$ cat src/rtl/heavy_hash_serializer_if.sv
// Bus between the hash core / FIFO pair and heavy_hash_serializer.
// Handshake: hash_din/nonce_din move when hash_valid & hash_ready are both high on a clk edge;
// hash_valid may not depend on hash_ready, and the payload holds while hash_valid is high.
interface heavy_hash_serializer_if #(
   parameter int BEAT_W    = 64,
   parameter int NUM_BEATS = 4,
   parameter int NONCE_W   = 32
);
   logic [BEAT_W*NUM_BEATS-1:0] hash_din;
   logic [NONCE_W-1:0]          nonce_din;
   logic                        hash_valid;
   logic                        hash_ready;
   logic                        hash_fifo_full;
   logic                        nonce_fifo_full;
   logic [BEAT_W-1:0]           hash_dout;
   logic                        hash_we;
   logic [NONCE_W-1:0]          nonce_dout;
   logic                        nonce_we;
   logic                        busy;
   logic [31:0]                 hashes_sent;
   logic [0:0]                  dbg_state;

   modport master (
      input  hash_din, nonce_din, hash_valid, hash_fifo_full, nonce_fifo_full,
      output hash_ready, hash_dout, hash_we, nonce_dout, nonce_we, busy, hashes_sent, dbg_state
   );

   modport slave (
      output hash_din, nonce_din, hash_valid, hash_fifo_full, nonce_fifo_full,
      input  hash_ready, hash_dout, hash_we, nonce_dout, nonce_we, busy, hashes_sent, dbg_state
   );
endinterface

$ cat src/rtl/heavy_hash_serializer.sv
// Splits a 256-bit heavy-hash into 64-bit beats (MSW first) for the hashout FIFO, nonce on the last beat.
// Optional macro HASH_SER_DBUF_EN adds a one-entry holding slot so hashes stream without an IDLE bubble.
module heavy_hash_serializer #(
   parameter int BEAT_W    = 64,
   parameter int NUM_BEATS = 4,
   parameter int NONCE_W   = 32
) (
   input  logic                     clk,
   input  logic                     rst,
   input  logic                     stop,
   heavy_hash_serializer_if.master  bus
);
   localparam int HASH_W = BEAT_W * NUM_BEATS;
   localparam int CNT_W  = (NUM_BEATS > 1) ? $clog2(NUM_BEATS) : 1;

   localparam logic [0:0] ST_IDLE = 1'b0;
   localparam logic [0:0] ST_SEND = 1'b1;

   logic [0:0]         r_state;
   logic [CNT_W-1:0]   r_beat_cnt;
   logic [HASH_W-1:0]  r_shift;
   logic [NONCE_W-1:0] r_nonce;
   logic [31:0]        r_hashes_sent;

   logic w_send;
   logic w_last;
   logic w_wr;
   logic w_done;
   logic w_ready;
   logic w_accept;

   assign w_send = (r_state == ST_SEND);
   assign w_last = (r_beat_cnt == CNT_W'(NUM_BEATS - 1));
   // The last beat waits for both FIFOs so hashout and nonce never drift apart.
   assign w_wr   = w_send & ~stop & ~bus.hash_fifo_full & (~w_last | ~bus.nonce_fifo_full);
   assign w_done = w_wr & w_last;

`ifdef HASH_SER_DBUF_EN
   logic               r_slot_full;
   logic [HASH_W-1:0]  r_slot_hash;
   logic [NONCE_W-1:0] r_slot_nonce;

   assign w_ready = ~rst & ~stop & (~w_send | ~r_slot_full);
`else
   assign w_ready = ~rst & ~stop & ~w_send;
`endif

   assign w_accept = bus.hash_valid & w_ready;

   always_ff @(posedge clk) begin
      if (rst || stop) begin
         r_state       <= ST_IDLE;
         r_beat_cnt    <= '0;
         r_shift       <= '0;
         r_nonce       <= '0;
         r_hashes_sent <= '0;
      end else begin
         if (w_wr) begin
            r_shift    <= r_shift << BEAT_W;
            r_beat_cnt <= r_beat_cnt + 1'b1;
         end
         if (w_done) begin
            r_hashes_sent <= r_hashes_sent + 32'd1;
            r_beat_cnt    <= '0;
            r_state       <= ST_IDLE;
         end
`ifdef HASH_SER_DBUF_EN
         if (w_done && r_slot_full) begin
            r_shift    <= r_slot_hash;
            r_nonce    <= r_slot_nonce;
            r_beat_cnt <= '0;
            r_state    <= ST_SEND;
         end
         // An accept coinciding with the final write has an empty slot, so it goes straight to shift.
         if (w_accept && (!w_send || w_done)) begin
            r_shift    <= bus.hash_din;
            r_nonce    <= bus.nonce_din;
            r_beat_cnt <= '0;
            r_state    <= ST_SEND;
         end
`else
         if (w_accept) begin
            r_shift    <= bus.hash_din;
            r_nonce    <= bus.nonce_din;
            r_beat_cnt <= '0;
            r_state    <= ST_SEND;
         end
`endif
      end
   end

`ifdef HASH_SER_DBUF_EN
   always_ff @(posedge clk) begin
      if (rst || stop) begin
         r_slot_full  <= 1'b0;
         r_slot_hash  <= '0;
         r_slot_nonce <= '0;
      end else begin
         if (w_done && r_slot_full) begin
            r_slot_full <= 1'b0;
         end
         if (w_accept && w_send && !w_done) begin
            r_slot_full  <= 1'b1;
            r_slot_hash  <= bus.hash_din;
            r_slot_nonce <= bus.nonce_din;
         end
      end
   end
`endif

   assign bus.hash_ready  = w_ready;
   assign bus.hash_dout   = r_shift[HASH_W-1 -: BEAT_W];
   assign bus.hash_we     = w_wr;
   assign bus.nonce_dout  = r_nonce;
   assign bus.nonce_we    = w_done;
   assign bus.busy        = w_send;
   assign bus.hashes_sent = r_hashes_sent;
   assign bus.dbg_state   = r_state;
endmodule

$ cat src/flat_wrapper.sv
// flat-port wrapper written by rule: the top's interface ports become plain ports
module heavy_hash_serializer_flat 
#(
   parameter int BEAT_W    = 64,
   parameter int NUM_BEATS = 4,
   parameter int NONCE_W   = 32
)
  (clk, rst, stop, bus_hash_din, bus_nonce_din, bus_hash_valid, bus_hash_fifo_full, bus_nonce_fifo_full, bus_hash_ready, bus_hash_dout, bus_hash_we, bus_nonce_dout, bus_nonce_we, bus_busy, bus_hashes_sent, bus_dbg_state);
  heavy_hash_serializer_if #(.BEAT_W(BEAT_W), .NUM_BEATS(NUM_BEATS), .NONCE_W(NONCE_W)) bus_i ();
  input  logic clk;
  input  logic rst;
  input  logic stop;
  input wire logic [$bits(bus_i.hash_din)-1:0] bus_hash_din;
  input wire logic [$bits(bus_i.nonce_din)-1:0] bus_nonce_din;
  input wire logic [$bits(bus_i.hash_valid)-1:0] bus_hash_valid;
  input wire logic [$bits(bus_i.hash_fifo_full)-1:0] bus_hash_fifo_full;
  input wire logic [$bits(bus_i.nonce_fifo_full)-1:0] bus_nonce_fifo_full;
  output wire logic [$bits(bus_i.hash_ready)-1:0] bus_hash_ready;
  output wire logic [$bits(bus_i.hash_dout)-1:0] bus_hash_dout;
  output wire logic [$bits(bus_i.hash_we)-1:0] bus_hash_we;
  output wire logic [$bits(bus_i.nonce_dout)-1:0] bus_nonce_dout;
  output wire logic [$bits(bus_i.nonce_we)-1:0] bus_nonce_we;
  output wire logic [$bits(bus_i.busy)-1:0] bus_busy;
  output wire logic [$bits(bus_i.hashes_sent)-1:0] bus_hashes_sent;
  output wire logic [$bits(bus_i.dbg_state)-1:0] bus_dbg_state;
  assign bus_i.hash_din = bus_hash_din;
  assign bus_i.nonce_din = bus_nonce_din;
  assign bus_i.hash_valid = bus_hash_valid;
  assign bus_i.hash_fifo_full = bus_hash_fifo_full;
  assign bus_i.nonce_fifo_full = bus_nonce_fifo_full;
  assign bus_hash_ready = bus_i.hash_ready;
  assign bus_hash_dout = bus_i.hash_dout;
  assign bus_hash_we = bus_i.hash_we;
  assign bus_nonce_dout = bus_i.nonce_dout;
  assign bus_nonce_we = bus_i.nonce_we;
  assign bus_busy = bus_i.busy;
  assign bus_hashes_sent = bus_i.hashes_sent;
  assign bus_dbg_state = bus_i.dbg_state;
  heavy_hash_serializer #(.BEAT_W(BEAT_W), .NUM_BEATS(NUM_BEATS), .NONCE_W(NONCE_W)) u_core (.clk(clk), .rst(rst), .stop(stop), .bus(bus_i));
endmodule
$ cat config.mk
export PLATFORM = sky130hd
export DESIGN_NAME = heavy_hash_serializer_flat
export DESIGN_NICKNAME = d
export VERILOG_FILES = /design/src/rtl/heavy_hash_serializer_if.sv /design/src/rtl/heavy_hash_serializer.sv /design/src/flat_wrapper.sv
export SDC_FILE = /design/constraint.sdc
export NUM_CORES = 1
export LEC_CHECK = 0
export BUFFER_PORTS_ARGS = -buffer_cell sky130_fd_sc_hd__buf_2
export CORE_MARGIN = 3
export CORE_UTILIZATION = 35
export DETAILED_ROUTE_END_ITERATION = 16
export PLACE_DENSITY_LB_ADDON = 0.05
export SYNTH_ARGS = -nofsm -noshare
export SYNTH_HDL_FRONTEND = slang
export SYNTH_SLANG_ARGS = --single-unit
export TNS_END_PERCENT = 5
$ cat constraint.sdc
create_clock -name clk -period 4.9 [get_ports clk]
set_clock_uncertainty 0.1 [all_clocks]
set_input_delay 0.245 -clock clk [delete_from_list [all_inputs] [get_ports clk]]
set_output_delay 0.245 -clock clk [all_outputs]
set_load 0.02 [all_outputs]
==> metrics.cfg <==
[power]
finalPower_w=0.00610
vdd_drop_max_v=0.000202
netSwitchingFraction_pct=23.3
p_per_area_nw_per_um2=309
power.share.sequential_pct=44.4
cellLeakagePower_nw=7.71
power_frac_comb_pct=9.7
p_int_w=0.00468
p_sw_w=0.00142
p_clk_share_pct=45.9

[routing]
vias=14200
wirelength_um=46700
drt-vias-per-instance=4.96
ant_nets=0
drt_iter0_drc=920
routedWlPerCell_um=16.3
drc_errors=0
dr.pass1.iters=5

[status]
run_status=complete, no violations

[logic_synthesis]
synth_area_um2=13800
yosysSeqAreaShare_pct=46.9
synth_cell_types=41
synthCells=1762
yosys_warnings=0
synthesis.nets=2058
synth_area_per_cell_um2=7.83
synth_seq_cells=323

[clocking]
cts.path.max_buffers=3
clk-insertion-delay-late_ps=540
cts.clk_slew.worst_paths_ps=50
clock-sinks=323
cts_root_buffer=clkbuf_16
htree_levels=2
cts_buffers=39
cts_setup_buffers=0
post_cts_resized=0
cts_tree=built

[die]
fp.dieH_um=205
core_area_um2=38800
fp.dieW_um=205
pin_count=427
initial_core_util_pct=35.5
rows=72
die_area_um2=41800

[worst_setup_path]
end_kind=primary output
critPathLaunchType=flip-flop
crit_fanout=104
arrival_ps=2620
cp.required_ps=4550
criticalPathCategory=reg -> out

[global_routing]
antenna_found_initial=7
grt_use_met1_pct=28.5
use_met2_pct=33.7
track_usage_pct=21.2
grt_busiest_layer=met2
grt_pass1_vias=13700
grt_overflow=0
grt_pass1_wl_um=73100
grt_max_degree=206
use_met3_pct=4.54

[sta]
relSlewSlack_pct=35.9
fmax_ghz=0.337
tightest_slew_ps=961
fin_setup_tns_ps=0
hold_violations=0
setup_viol=0
period_needed_ps=2970
period_share_pct=60.5
slew_violations=0
rsz0062_at_grt=false

[worst_hold_path]
hp-class=in -> reg

[layout]
drive_gt1_share_pct=21.5
area_growth_pct=43.3
finalInstanceArea_um2=19800
nNetsFinal=2606

[run]
drv_cap=0

[place]
hpwl_um=28500
placed_cell_area_um2=15600
place_congestion=0.820
port_buffers=426

[final cells by class]
cell class	instances	area [um2]
multi-input cells	1211	6150
clock inverters	2	10.0
fillers	3864	19100
inverters	5	23.8
flip-flops and latches	323	6470
well taps	518	648
clock buffers	66	1230
repair buffers	730	5220
diodes	8	20.0
[critical path, cell delays in order, from the launching register on]
cell	delay [ps]
dfxtp_1	470
nor3b_2	430
nand2_4	230
inv_6	640
buf_2	300
[power groups by stage]
stage | clock network (W) | logic, W | registers, W
floorplan | 0 | 0.000209 | 0.00277
global placement | 0 | 0.000397 | 0.00276
detailed placement | 0 | 0.000399 | 0.00276
CTS | 0.00289 | 0.000592 | 0.00270
global route | 0.00300 | 0.000643 | 0.00271
finish | 0.00280 | 0.000591 | 0.00271
[kinds of logic after synthesis]
group	count (synthesis)	share of synthesized area, %
DFF	323	46.9
xor gates and xnor gates	9	0.572
and+or+nand+nor	898	27.0
muxes	5	0.363
buffers and inverters	228	8.67
AOI/OAI and AO/OA	297	16.3
adders and majority gates	2	0.181
[final timing paths]
check	start	endpoint	slack [ps]	cells after the start
max	u_core.bus.busy	bus_hash_we	1930	4
min	bus_nonce_fifo_full	u_core.bus.hashes_sent[2]	60	5
max reg2reg	u_core.bus.busy	u_core.r_shift[212]	2060	6
min reg2reg	u_core.bus.nonce_dout[15]	u_core.bus.nonce_dout[15]	350	2
[sequential cells by signal, indices dropped and copies added, names as in the netlist]
signal	count
u_core.bus.hashes_sent	32
u_core.bus.nonce_dout	32
u_core.bus.busy	1
u_core.r_beat_cnt	2
u_core.r_shift	256
[what timing repair did]
| item | CTS | global route |
|---|---|---|
| setup endpoints to repair | 0 | 0 |
| hold buffers | 290 | 0 |
| endpoints found under the hold margin | 294 | 0 |
[layer usage]
metal	vias up	wire [um]
li1	7149	-
met1	6577	21300
met4	2	1240
met3	84	2650
met2	401	21600
met5	-	13
[synthesized netlist by cell type (all sizes together)]
cell,n,area [um2]
and2,2,12.5
clkbuf,107,402
or4b,2,20.0
nand4b,1,8.76
ha,2,25.0
nand2,521,1960
mux2i,5,50.1
nand4,8,56.3
o21a,1,7.51
nor3b,3,27.5
a22oi,3,22.5
and4,5,43.8
o41ai,2,17.5
xnor2,5,43.8
nor4,7,43.8
nor3,7,35.0
o21ai,2,10.0
dfxtp,323,6470
or3b,1,8.76
nand2b,1,6.26
or2,2,12.5
o31a,1,8.76
a311oi,189,1660
nand3,110,551
or3,6,37.5
inv,5,18.8
buf,116,776
nand4bb,1,11.3
o31ai,13,97.6
xor2,4,35.0
a21oi,86,430
and3,4,25.0
or4,13,97.6
nand3b,1,7.51
nor2b,1,6.26
nor2,202,758
[metrics by stage]
stage	hold slack, ps	utilization (%)	cells	setup WS, ps
final	56.0	50.9	2863	1930
after global routing	72.9	50.9	2861	1690
after CTS	20.6	50.8	2855	1840
after detailed placement	331	40.2	2497	2100
after global placement	327	40.2	2497	2210
after floorplan	244	-	1762	2860
[layout by cell type (no fill, tap or decap), types with 2 or more instances in the layout]
cell type      netlist  layout
nand2_1            521     520
buf_2               20     426
dfxtp_1            323     323
dlygate4sd3_1        0     290
nor2_1             202     201
a311oi_1           189     189
nand3_1            110     110
a21oi_1             86      86
clkbuf_16            0      41
clkbuf_1           107      14
o31ai_1             13      13
or4_1               13      13
clkbuf_8             0      11
diode_2              0       8
buf_4               84       8
nand4_1              7       7
nor4_1               7       7
nor3_1               7       7
or3_1                6       6
buf_12               0       6
and4_1               5       5
mux2i_1              5       5
xnor2_1              5       5
and3_1               4       4
inv_1                4       4
xor2_1               4       4
a22oi_1              3       3
o41ai_1              2       2
or4b_1               2       2
and2_1               2       2
o21ai_0              2       2
nor3b_2              1       2
ha_1                 2       2
clkinv_2             0       2
Power figures use the tool's default switching activity.
